--- src/rtl/edge_gen_pkg.sv ---
// edge_gen_pkg: shared state encoding, direction codes and counter width for edge_gen
package edge_gen_pkg;
  typedef enum logic [1:0] {
    IDLE = 2'b01,
    HOLD = 2'b10
  } state_t;
  localparam logic DIR_RISE = 1'b1;
  localparam logic DIR_FALL = 1'b0;
  localparam int STAT_W = 16;
  function automatic logic [STAT_W-1:0] sat_inc(input logic [STAT_W-1:0] v);
    return (&v) ? v : v + 1'b1;
  endfunction
endpackage

--- src/rtl/edge_gen_hold_timer.sv ---
// edge_gen_hold_timer: load/decrement counter; expire flags the last held cycle
module edge_gen_hold_timer #(
  parameter int HOLD_W = 8
) (
  input  logic              clk,
  input  logic              rst,
  input  logic              load,
  input  logic [HOLD_W-1:0] load_val,
  output logic              expire
);
  logic [HOLD_W-1:0] cnt;
  always_ff @(posedge clk or posedge rst) begin
    if (rst) cnt <= '0;
    else if (load) cnt <= load_val;
    else if (cnt != '0) cnt <= cnt - 1'b1;
  end
  assign expire = (cnt == HOLD_W'(1));
endmodule

--- src/rtl/edge_gen.sv ---
// edge_gen: rise/fall command to level generator with per-edge minimum hold; EDGE_GEN_STATS_EN adds edge counters
module edge_gen
  import edge_gen_pkg::*;
#(
  parameter int   HOLD_W     = 8,
  parameter int   MIN_HOLD   = 1,
  parameter logic IDLE_LEVEL = 1'b0
) (
  input  logic              clk,
  input  logic              rst,
  input  logic              req_valid,
  output logic              req_ready,
  input  logic              req_dir,
  input  logic [HOLD_W-1:0] req_hold,
  output logic              sig,
  output logic              rise_pulse,
  output logic              fall_pulse,
  output logic              busy,
`ifdef EDGE_GEN_STATS_EN
  input  logic              stats_clr,
  output logic [STAT_W-1:0] rise_cnt,
  output logic [STAT_W-1:0] fall_cnt,
`endif
  output logic              err
);
  localparam logic [HOLD_W-1:0] MIN_H = HOLD_W'(MIN_HOLD);
  state_t state_q, state_d;
  logic accept, toggle, redundant, go_hold, expire;
  logic [HOLD_W-1:0] hold_eff;
  assign req_ready = (state_q == IDLE);
  assign busy      = (state_q == HOLD);
  assign accept    = req_valid && req_ready;
  assign toggle    = accept && (req_dir != sig);
  assign redundant = accept && (req_dir == sig);
  assign hold_eff  = (req_hold < MIN_H) ? MIN_H : req_hold;
  assign go_hold   = toggle && (hold_eff != HOLD_W'(1));
  edge_gen_hold_timer #(.HOLD_W(HOLD_W)) u_timer (
    .clk      (clk),
    .rst      (rst),
    .load     (toggle),
    .load_val (hold_eff - 1'b1),
    .expire   (expire)
  );
  always_comb begin
    state_d = IDLE;
    if (state_q == IDLE) state_d = go_hold ? HOLD : IDLE;
    else if (state_q == HOLD) state_d = expire ? IDLE : HOLD;
  end
  always_ff @(posedge clk or posedge rst) begin
    if (rst) begin
      state_q    <= IDLE;
      sig        <= IDLE_LEVEL;
      rise_pulse <= 1'b0;
      fall_pulse <= 1'b0;
      err        <= 1'b0;
    end else begin
      state_q    <= state_d;
      sig        <= toggle ? ~sig : sig;
      rise_pulse <= toggle && (req_dir == DIR_RISE);
      fall_pulse <= toggle && (req_dir == DIR_FALL);
      err        <= redundant;
    end
  end
`ifdef EDGE_GEN_STATS_EN
  // counters advance on the same edge that raises the matching pulse, so a clear there wins
  always_ff @(posedge clk or posedge rst) begin
    if (rst) begin
      rise_cnt <= '0;
      fall_cnt <= '0;
    end else if (stats_clr) begin
      rise_cnt <= '0;
      fall_cnt <= '0;
    end else begin
      rise_cnt <= (toggle && req_dir == DIR_RISE) ? sat_inc(rise_cnt) : rise_cnt;
      fall_cnt <= (toggle && req_dir == DIR_FALL) ? sat_inc(fall_cnt) : fall_cnt;
    end
  end
`endif
endmodule

--- config.mk ---
export PLATFORM = sky130hd
export DESIGN_NAME = edge_gen
export DESIGN_NICKNAME = d
export VERILOG_FILES = /design/src/rtl/edge_gen_pkg.sv /design/src/rtl/edge_gen_hold_timer.sv /design/src/rtl/edge_gen.sv
export SDC_FILE = /design/constraint.sdc
export NUM_CORES = 1
export LEC_CHECK = 0
export ABC_AREA = 1
export BUFFER_PORTS_ARGS = -buffer_cell sky130_fd_sc_hd__clkbuf_2
export CAP_MARGIN = 20
export CORE_MARGIN = 4
export CORE_UTILIZATION = 35
export CTS_CLUSTER_SIZE = 12
export DETAILED_ROUTE_END_ITERATION = 10
export PLACE_DENSITY = 0.54
export SLEW_MARGIN = 5
export SYNTH_ARGS = -nofsm -noshare
export SYNTH_HDL_FRONTEND = slang
export SYNTH_SLANG_ARGS = --single-unit
--- constraint.sdc ---
create_clock -name clk -period 4 [get_ports clk]
set_input_delay 0.6 -clock clk [delete_from_list [all_inputs] [get_ports clk]]
set_output_delay 0.6 -clock clk [all_outputs]
set_load 0.02 [all_outputs]
==> results.py <==
metrics = {
    "status": {
        "status": "complete, no violations",
    },
    "pwr": {
        "power_uw": 268,
        "power_density_nw_per_um2": 238,
        "p_int_uw": 206,
        "seqPwrFrac": 0.529,
        "power_switching_uw": 62.0,
        "peakVddDrop_mv": 0.174,
        "power.leakage_uw": 0.000590,
        "swShare": 0.232,
        "pwr-share-clk": 0.378,
        "combPwrFrac": 0.093,
    },
    "sta": {
        "hold_viol": 0,
        "tightestPinTransition_ps": 529,
        "layout_min_cycle_time_ps": 1670,
        "fmax_mhz": 598,
        "setup_viol": 0,
        "clock_skew_ps": 5.80,
        "worst_slack_ps": 2330,
        "fin_tns_setup_ps": 0,
        "timing.final.crit_share": 0.418,
        "hold_ws_ps": 324,
        "rsz0062_at_grt": "false",
        "maxSlewViolCount": 0,
        "slew_headroom": 0.647,
    },
    "die": {
        "coreArea_um2": 2570,
        "rows": 18,
        "ioPinCount": 18,
        "start_util": 0.380,
        "die_w_um": 60.8,
        "die_area_um2": 3690,
        "chipHeight_um": 60.8,
    },
    "drt": {
        "finalWirelength_um": 1920,
        "dr.pass1.iters": 4,
        "drc": 0,
        "num_vias": 864,
        "initialDrtViolationCount": 23,
        "postRouteAntennaNets": 0,
        "vias_per_cell": 4.65,
        "avgRoutedWirePerCell_um": 10.3,
    },
    "cells_and_area": {
        "antennaDiodeCount": 0,
        "drive_above_1_share": 0.231,
        "nets": 173,
        "final-seq-area_um2": 352,
        "final_util": 0.437,
        "multi_input_area_um2": 541,
        "area_delta_synth_final_pct": 15.1,
        "fill_cells": 265,
    },
    "min_path": {
        "min_path_type": "in -> async",
    },
    "yosys": {
        "synth.avg_cell_area_um2": 7.17,
        "synth.cell_area_um2": 975,
        "yosys_warnings": 0,
        "syn-instance-count": 136,
        "ys_seq_area_frac": 0.361,
        "synth_seq_cells": 14,
        "syn-num-nets": 152,
        "synth_cell_type_count": 23,
    },
    "grt": {
        "grt_pass1_vias": 805,
        "track_usage": 0.121,
        "gr-total-overflow": 0,
        "grt_first_pass_wirelength_um": 3340,
        "antenna_found_initial": 0,
        "grt_max_degree": 15,
    },
    "clock_network": {
        "clk_path_buf_depth": 2,
        "post_cts_resized": 0,
        "cts_tree": "done",
        "cts.sinks": 14,
        "cts_setup_buffers": 0,
        "clkTransAtPathRegs_ps": 90,
        "cts_made_buffers": 3,
        "root_buffer": "clkbuf_4",
        "clk_latency_ps": 280,
        "cts.htree.levels": 1,
        "cts-hold-fix-buffers": 0,
    },
    "critical_path": {
        "cp-end-kind": "primary output",
        "path_class": "reg -> out",
        "reg2reg_from": "state_q[0]",
        "worstPathArrival_ps": 1070,
        "worstPathMaxFanout": 3,
        "crit_required_ps": 3400,
        "crit_path_start_kind": "register",
        "cp-startpoint": "state_q[0]",
    },
    "placement": {
        "place_congestion": 0.835,
        "dp_slack_ps": 2050,
        "dp_hpwl_um": 1580,
        "portBuffers": 17,
    },
    "flow_run": {
        "max_cap_violations": 0,
    },
}
[final cells by class]
type | count | area share
clock buffer | 4 | 0.0323
inverter | 19 | 0.0635
multi-input combinational | 102 | 0.482
sequential | 14 | 0.313
tap | 30 | 0.0334
timing repair buffer | 17 | 0.0758
[power by group through the flow]
| stage | clock network, uW | registers [uW] | logic, uW |
|---|---|---|---|
| after floorplan | 0 | 144 | 14.9 |
| after global placement | 0 | 144 | 25.2 |
| after detailed placement | 0 | 144 | 25.3 |
| after CTS | 108 | 141 | 25.4 |
| after global routing | 114 | 141 | 29.2 |
| final | 101 | 141 | 25.0 |
[cells in the mapped netlist]
cell,number,area (um^2)
nand2_1,36,135
nor2_1,23,86.3
inv_1,17,63.8
dfrtp_1,13,325
o21ai_0,7,35.0
nand3_1,6,30.0
a21oi_1,5,25.0
ha_1,4,50.1
nand4_1,3,18.8
inv_2,2,7.51
nand2_2,2,12.5
nor2_2,2,12.5
nor2_4,2,22.5
o21ai_1,2,10.0
o21ai_2,2,17.5
xnor2_1,2,17.5
xor2_1,2,17.5
a21boi_2,1,11.3
a21oi_2,1,8.76
buf_6,1,11.3
dfstp_2,1,26.3
nand2_8,1,20.0
nand3_2,1,10.0
[sequential cells by signal, summed over array words and instances (netlist names)]
register,flops
u_timer.cnt,8
state_q,2
err,1
fall_pulse,1
rise_pulse,1
sig,1
[routing by layer]
metal,up-vias,track usage,wire length (um)
li1,466,-,-
met4,0,0.0464,19
met5,-,0,0
met3,2,0.0383,71
met1,383,0.156,929
met2,13,0.188,900
[worst max-delay path, cell delays in order, from the launching register on]
cell	delay, ps
dfstp_2	550
nand2_1	50
inv_1	40
clkbuf_2	150
[path summary, 6_finish.rpt]
path,to,slack [ps],cells after the start
setup / recovery,req_ready,2330,3
min in group clk,fall_pulse,520,2
max in group asynchronous,state_q[0],3310,2
hold reg to reg,u_timer.cnt[6],560,2
setup reg to reg,u_timer.cnt[0],2430,5
hold / removal,u_timer.cnt[6],320,2
[kinds of logic after synthesis]
group	Yosys count	share of synthesized area
AO/OA/AOI/OAI	18	0.110
XOR/XNOR	4	0.0360
adder cells (fa/ha/maj)	4	0.0513
buffers and inverters	20	0.0847
flip-flops	14	0.361
AND/OR/NAND/NOR	76	0.357
[stage by stage]
stage | cell area (um^2) | cells
floorplan | 975 | 136
global placement | 1090 | 182
detailed placement | 1090 | 182
CTS | 1120 | 186
global route | 1120 | 186
finish | 1120 | 186
[cells in the final DEF, fill, tap and decap left out, drive strengths merged]
cell and count:
nand2 39, nor2 27, clkbuf 21, inv 19
dfrtp 13, o21ai 11, nand3 7, a21oi 6
ha 4, nand4 3, xnor2 2, xor2 2
a21boi 1, dfstp 1
Power figures use the tool's default switching activity.
